[config.mk]
export PLATFORM = sky130hd
export DESIGN_NAME = br_stats_mmio_flat
export DESIGN_NICKNAME = d
export VERILOG_FILES = /design/src/rtl/br_stats_mmio_if.sv /design/src/rtl/br_stats_mmio.sv /design/src/flat_wrapper.sv
export SDC_FILE = /design/constraint.sdc
export NUM_CORES = 1
export LEC_CHECK = 0
export ABC_AREA = 1
export CAP_MARGIN = 10
export CORE_MARGIN = 3
export CORE_UTILIZATION = 40
export DETAILED_ROUTE_END_ITERATION = 8
export GPL_TIMING_DRIVEN = 0
export PLACE_DENSITY = 0.64
export SLEW_MARGIN = 40
export SYNTH_ARGS = -nofsm -noshare
export SYNTH_HDL_FRONTEND = slang
export SYNTH_SLANG_ARGS = --single-unit
[constraint.sdc]
create_clock -name clk -period 3.5 [get_ports clk]
set_input_delay 0.525 -clock clk [delete_from_list [all_inputs] [get_ports clk]]
set_output_delay 0.525 -clock clk [all_outputs]
set_load 0.02 [all_outputs]
[src/rtl/br_stats_mmio_if.sv]
// Memory-mapped access port between the core's EX/DM stage and the
// branch-statistics block: address, store data, strobes, read data and select.
interface br_stats_mmio_if;
  logic [15:0] addr;
  logic [15:0] wdata;
  logic        mm_we;
  logic        mm_re;
  logic [15:0] rdata;
  logic        sel;

  modport master (
    output addr, wdata, mm_we, mm_re,
    input  rdata, sel
  );

  modport slave (
    input  addr, wdata, mm_we, mm_re,
    output rdata, sel
  );
endinterface : br_stats_mmio_if

[src/rtl/br_stats_mmio.sv]
// Branch-prediction statistics: four saturating 32-bit counters (branches,
// BTB hits, mispredicts, cycles) read as coherent LO/HI halves over MMIO.
module br_stats_mmio #(
  parameter logic [15:0] BASE_ADDR = 16'hC010,
  parameter int unsigned CNT_W     = 32
) (
  input  logic            clk,
  input  logic            rst,
  br_stats_mmio_if.slave  bus,
  input  logic            inc_br_cnt,
  input  logic            inc_hit_cnt,
  input  logic            inc_mispr_cnt
);

  typedef enum logic [3:0] {
    OFF_CTRL     = 4'd0,
    OFF_BR_LO    = 4'd1,
    OFF_BR_HI    = 4'd2,
    OFF_HIT_LO   = 4'd3,
    OFF_HIT_HI   = 4'd4,
    OFF_MISPR_LO = 4'd5,
    OFF_MISPR_HI = 4'd6,
    OFF_CYC_LO   = 4'd7,
    OFF_CYC_HI   = 4'd8
  } reg_off_e;

  typedef enum int unsigned {
    IDX_BR    = 0,
    IDX_HIT   = 1,
    IDX_MISPR = 2,
    IDX_CYC   = 3
  } cnt_idx_e;

  if (CNT_W != 32) begin : g_bad_cnt_w
    $error("br_stats_mmio: CNT_W must be 32");
  end
  if (BASE_ADDR[3:0] != 4'h0) begin : g_bad_base_align
    $error("br_stats_mmio: BASE_ADDR[3:0] must be zero");
  end
  if (BASE_ADDR[15:13] == 3'b000) begin : g_bad_base_region
    $error("br_stats_mmio: BASE_ADDR must lie in the external region");
  end

  localparam logic [CNT_W-1:0] CNT_ONE = {{(CNT_W-1){1'b0}}, 1'b1};
  localparam logic [CNT_W-1:0] CNT_MAX = '1;

  // Adds one unless already pinned at all-ones.
  function automatic logic [CNT_W-1:0] sat_inc(input logic [CNT_W-1:0] v,
                                               input logic             en);
    logic [CNT_W-1:0] r;
    r = v;
    if (en && (v != CNT_MAX)) r = v + CNT_ONE;
    return r;
  endfunction

  logic [CNT_W-1:0] br_q,    br_d;
  logic [CNT_W-1:0] hit_q,   hit_d;
  logic [CNT_W-1:0] mispr_q, mispr_d;
  logic [CNT_W-1:0] cyc_q,   cyc_d;
  logic [3:0][15:0] shadow_q, shadow_d;
  logic             frozen_q, frozen_d;

  logic [3:0]  offset;
  logic        sel;
  logic        rd_en;
  logic        ctrl_wr;
  logic        clear;
  logic [15:0] rdata;
  logic        unused_wdata;

  assign offset       = bus.addr[3:0];
  assign sel          = (bus.addr[15:4] == BASE_ADDR[15:4]);
  assign rd_en        = bus.mm_re & sel;
  assign ctrl_wr      = bus.mm_we & sel & (offset == OFF_CTRL);
  assign clear        = ctrl_wr & bus.wdata[0];
  assign unused_wdata = ^bus.wdata[15:2];

  assign bus.sel   = sel;
  assign bus.rdata = rdata;

  // Clear beats freeze; freeze gates increments using the value stored
  // before this edge, so a CTRL write takes effect on the following cycle.
  // NOTE: every always_comb output gets a default first so no path can
  // leave it unassigned and infer a latch.
  always_comb begin
    br_d     = br_q;
    hit_d    = hit_q;
    mispr_d  = mispr_q;
    cyc_d    = cyc_q;
    frozen_d = frozen_q;

    if (ctrl_wr) frozen_d = bus.wdata[1];

    if (clear) begin
      br_d    = '0;
      hit_d   = '0;
      mispr_d = '0;
      cyc_d   = '0;
    end else if (!frozen_q) begin
      br_d    = sat_inc(br_q,    inc_br_cnt);
      hit_d   = sat_inc(hit_q,   inc_hit_cnt);
      mispr_d = sat_inc(mispr_q, inc_mispr_cnt);
      cyc_d   = sat_inc(cyc_q,   1'b1);
    end
  end

  // A LO read latches the matching high half from the pre-increment value,
  // so the later HI read pairs with the LO data the core actually saw.
  always_comb begin
    shadow_d = shadow_q;
    if (clear) begin
      shadow_d = '0;
    end else if (rd_en) begin
      case (offset)
        OFF_BR_LO:    shadow_d[IDX_BR]    = br_q[CNT_W-1:16];
        OFF_HIT_LO:   shadow_d[IDX_HIT]   = hit_q[CNT_W-1:16];
        OFF_MISPR_LO: shadow_d[IDX_MISPR] = mispr_q[CNT_W-1:16];
        OFF_CYC_LO:   shadow_d[IDX_CYC]   = cyc_q[CNT_W-1:16];
        default:      ;
      endcase
    end
  end

  always_comb begin
    rdata = 16'h0000;
    if (rd_en) begin
      case (offset)
        OFF_CTRL:     rdata = {14'b0, frozen_q, 1'b0};
        OFF_BR_LO:    rdata = br_q[15:0];
        OFF_BR_HI:    rdata = shadow_q[IDX_BR];
        OFF_HIT_LO:   rdata = hit_q[15:0];
        OFF_HIT_HI:   rdata = shadow_q[IDX_HIT];
        OFF_MISPR_LO: rdata = mispr_q[15:0];
        OFF_MISPR_HI: rdata = shadow_q[IDX_MISPR];
        OFF_CYC_LO:   rdata = cyc_q[15:0];
        OFF_CYC_HI:   rdata = shadow_q[IDX_CYC];
        default:      rdata = 16'h0000;
      endcase
    end
  end

  // NOTE: state registers use non-blocking assignments so every register
  // samples the pre-edge values of the others.
  always_ff @(posedge clk) begin
    if (rst) begin
      br_q     <= '0;
      hit_q    <= '0;
      mispr_q  <= '0;
      cyc_q    <= '0;
      // NOTE: the shadow bank is reset as well; a HI read after reset must
      // return zero rather than a stale capture.
      shadow_q <= '0;
      frozen_q <= 1'b0;
    end else begin
      br_q     <= br_d;
      hit_q    <= hit_d;
      mispr_q  <= mispr_d;
      cyc_q    <= cyc_d;
      shadow_q <= shadow_d;
      frozen_q <= frozen_d;
    end
  end

endmodule : br_stats_mmio

[src/flat_wrapper.sv]
// flat-port wrapper written by rule: the top's interface ports become plain ports
module br_stats_mmio_flat 
#(
  parameter logic [15:0] BASE_ADDR = 16'hC010,
  parameter int unsigned CNT_W     = 32
)
  (clk, rst, inc_br_cnt, inc_hit_cnt, inc_mispr_cnt, bus_addr, bus_wdata, bus_mm_we, bus_mm_re, bus_rdata, bus_sel);
  br_stats_mmio_if bus_i ();
  input  logic clk;
  input  logic rst;
  input  logic inc_br_cnt;
  input  logic inc_hit_cnt;
  input  logic inc_mispr_cnt;
  input wire logic [$bits(bus_i.addr)-1:0] bus_addr;
  input wire logic [$bits(bus_i.wdata)-1:0] bus_wdata;
  input wire logic [$bits(bus_i.mm_we)-1:0] bus_mm_we;
  input wire logic [$bits(bus_i.mm_re)-1:0] bus_mm_re;
  output wire logic [$bits(bus_i.rdata)-1:0] bus_rdata;
  output wire logic [$bits(bus_i.sel)-1:0] bus_sel;
  assign bus_i.addr = bus_addr;
  assign bus_i.wdata = bus_wdata;
  assign bus_i.mm_we = bus_mm_we;
  assign bus_i.mm_re = bus_mm_re;
  assign bus_rdata = bus_i.rdata;
  assign bus_sel = bus_i.sel;
  br_stats_mmio #(.BASE_ADDR(BASE_ADDR), .CNT_W(CNT_W)) u_core (.clk(clk), .rst(rst), .bus(bus_i), .inc_br_cnt(inc_br_cnt), .inc_hit_cnt(inc_hit_cnt), .inc_mispr_cnt(inc_mispr_cnt));
endmodule
==> results.yml <==
status:
  outcome: "finished, final reports clean"
yosys:
  syn-cell-area_sq_um: 11500
  ys_types: 33
  yosys_warnings: 0
  syn_inst: 1935
  syn_area_per_cell_sq_um: 5.94
  synth-edff-count: 0
  yosysMostFrequentCell: "nand2_1"
  synth_seq_cells: 193
  synth_area_leaders: "dfxtp_1 (34%), nand2_1 (19%), nor2_1 (13%), nand3_1 (8.0%), inv_1 (5.6%)"
  yosys_most_used_dff: "dfxtp_1"
  async_reset_ff_share_pct: 0
  synth_nets: 1978
  synth_common_cells: "nand2_1 (586), nor2_1 (388), dfxtp_1 (193)"
  yosysSeqAreaShare_pct: 33.6
  synth_top_area_share_pct: 33.6
  synth_top_area_cell: "dfxtp_1"
timing:
  max_slew_margin_pct: 53.7
  fin_crit_ns: 3.40
  tightest_slew_ns: 0.695
  drv_slew: 0
  skew_ns: 0.0167
  timing.final.crit_share_pct: 97.0
  fmax_mhz: 294
  rsz0062_at_grt: "false"
  setup_viol: 0
  finalHoldViolCount: 0
grt:
  grt_use_total_pct: 25.1
  first_global_vias: 11315
  antenna_found_initial: 0
  grt_use_met3_pct: 3.52
  grt-ovfl-total: 0
  grt_max_degree: 20
  busiest_layer: "met2"
  grt_use_met2_pct: 41.6
  grt_pass1_wl_mm: 61.1
  grt_use_met1_pct: 33.8
power:
  power_density_nw_per_um2: 365
  leakage_nw: 5.15
  power.total_mw: 4.75
  ir_worst_vdd_uv: 339
clock_tree:
  root_buffer: "clkbuf_16"
  numCtsBuffers: 17
  cts_tree: "yes"
  clk_pin_slew_ns: 0.08
  clockBufferDepth: 2
  cts_max_level: 4
  cts.sinks: 193
  insertion_delay_ns: 0.46
drt:
  dr.pass1.iters: 6
  wire_per_inst_um: 16.3
  routed_wl_mm: 38.9
  final_antenna_net_count: 0
  drc: 0
  num_vias: 12314
  drtIter0Drc: 1145
  avgViaCountPerCell: 5.15
setup_path:
  cp-end-kind: "primary output"
  worstPathMaxFanout: 10
  slowest_delay_ns: 0.63
  cp_cell_sequence: "clkdlybuf4s50_1, nand2_1, inv_2, nand2_2, clkbuf_1, o21ai_0, nor2_1, a21oi_1, dlygate4sd2_1"
  startpoint_type: "input pin"
  cp.required_ns: 2.97
  crit_type: "in -> out"
  cp_slowest_cell: "clkdlybuf4s50_1"
  cp.arrival_ns: 2.87
place:
  numPortBuffers: 41
  dp_hpwl_mm: 29.7
  gp_routability_congestion: 0.955
  dpl_cell_area_sq_um: 12400
floorplan:
  pin_count: 56
  coreArea_sq_um: 28100
  rows: 61
  dieArea_sq_um: 30800
  die_h_um: 176
  die_w_um: 176
  initial_core_util_pct: 40.9
final_layout:
  area_growth_pct: 13.4
  fin_area_sq_um: 13000
  diodes: 0
  final_core_util_pct: 46.4
  nets: 2044
  drive_gt1_share_pct: 6.60
run:
  maxCapViolCount: 0
min_path:
  hp-class: "reg -> reg"
-- critical path: cells and delay by family --
| kind | cells | cell delay (ns) |
|---|---|---|
| buffers and inverters | 4 | 1.43 |
| AO/OA/AOI/OAI | 2 | 0.46 |
| AND/OR/NAND/NOR | 3 | 0.43 |
-- per-layer routing --
| layer | vias to the layer above | wire [um] | share of wire (%) |
|---|---|---|---|
| li1 | 6241 | - | - |
| met1 | 5594 | 17500 | 45 |
| met2 | 403 | 17900 | 46 |
| met3 | 76 | 2220 | 5.7 |
| met4 | 0 | 1260 | 3.2 |
| met5 | - | 0 | 0 |
-- report_power, final --
part | internal [mW] | switching [mW] | total [mW]
clock | 1.02 | 1.02 | 2.04
sequential | 2.25 | 0.0694 | 2.32
combinational | 0.138 | 0.260 | 0.399
-- cell usage in the layout (no fill, tap or decap), types with 8 or more instances in the layout --
cell type,instances
nor2_1,387
nand4_1,8
a21oi_1,113
clkdlybuf4s50_1,23
o21ai_0,85
clkbuf_16,17
buf_4,18
clkbuf_1,9
nand2_1,586
dfxtp_1,193
nor3_1,17
buf_2,37
o21ai_1,14
o21bai_1,16
nand3_1,184
inv_1,171
xor2_1,33
dlygate4sd2_1,12
inv_2,12
-- final timing paths --
path,startpoint,end,slack (ns),cells after the start
hold reg to reg,u_core.shadow_q[56]$_SDFFE_PP0P_,u_core.shadow_q[56]$_SDFFE_PP0P_,0.47,2
setup / recovery,bus_addr[2],bus_rdata[4],0.10,9
hold / removal,u_core.shadow_q[56]$_SDFFE_PP0P_,u_core.shadow_q[56]$_SDFFE_PP0P_,0.47,2
setup reg to reg,u_core.cyc_q[1]$_SDFFE_PP0P_,u_core.cyc_q[28]$_SDFFE_PP0P_,1.49,10
-- area by class of cell --
class	instances	area, sq um
plain buffers	69	389
clock buffers	17	425
clock inverters	15	164
fillers	3001	15000
inverters	183	687
multi-input cells	1490	6590
flip-flops and latches	193	3860
well taps	378	473
repair buffers	47	448
-- registers in the layout, summed over array words and instances (netlist names) --
| signal | flops |
|---|---|
| u_core.shadow_q | 64 |
| u_core.cyc_q | 32 |
| u_core.frozen_q | 1 |
| u_core.br_q | 32 |
| u_core.hit_q | 32 |
| u_core.mispr_q | 32 |
-- cell families after synthesis --
| kind of cell | synth area share [%] |
|---|---|
| AND/OR/NAND/NOR | 43.2 |
| buffers and inverters | 9.26 |
| adder cells (fa/ha/maj) | 0.435 |
| flip-flops | 33.6 |
| XOR/XNOR | 2.51 |
| AO/OA/AOI/OAI | 11.0 |
-- per-stage QoR --
stage	instances	setup slack [ns]	TNS, ns	hold WS, ns
finish	2392	0.104	0	0.467
floorplan	1935	1.19	0	0.440
detailed placement	2354	-0.292	-3.60	0.454
global route	2392	0.0383	0	0.480
CTS	2388	-0.141	-0.382	0.465
global placement	2354	-0.291	-3.56	0.450
-- what timing repair did --
| item | CTS | global route |
|---|---|---|
| setup buffers | 2 | 4 |
| gates resized for setup | 22 | 16 |
| hold buffers | 0 | 0 |
| setup endpoints to repair | 16 | 6 |
| pin swaps | 2 | 1 |
(Power assumes the default switching activity.)
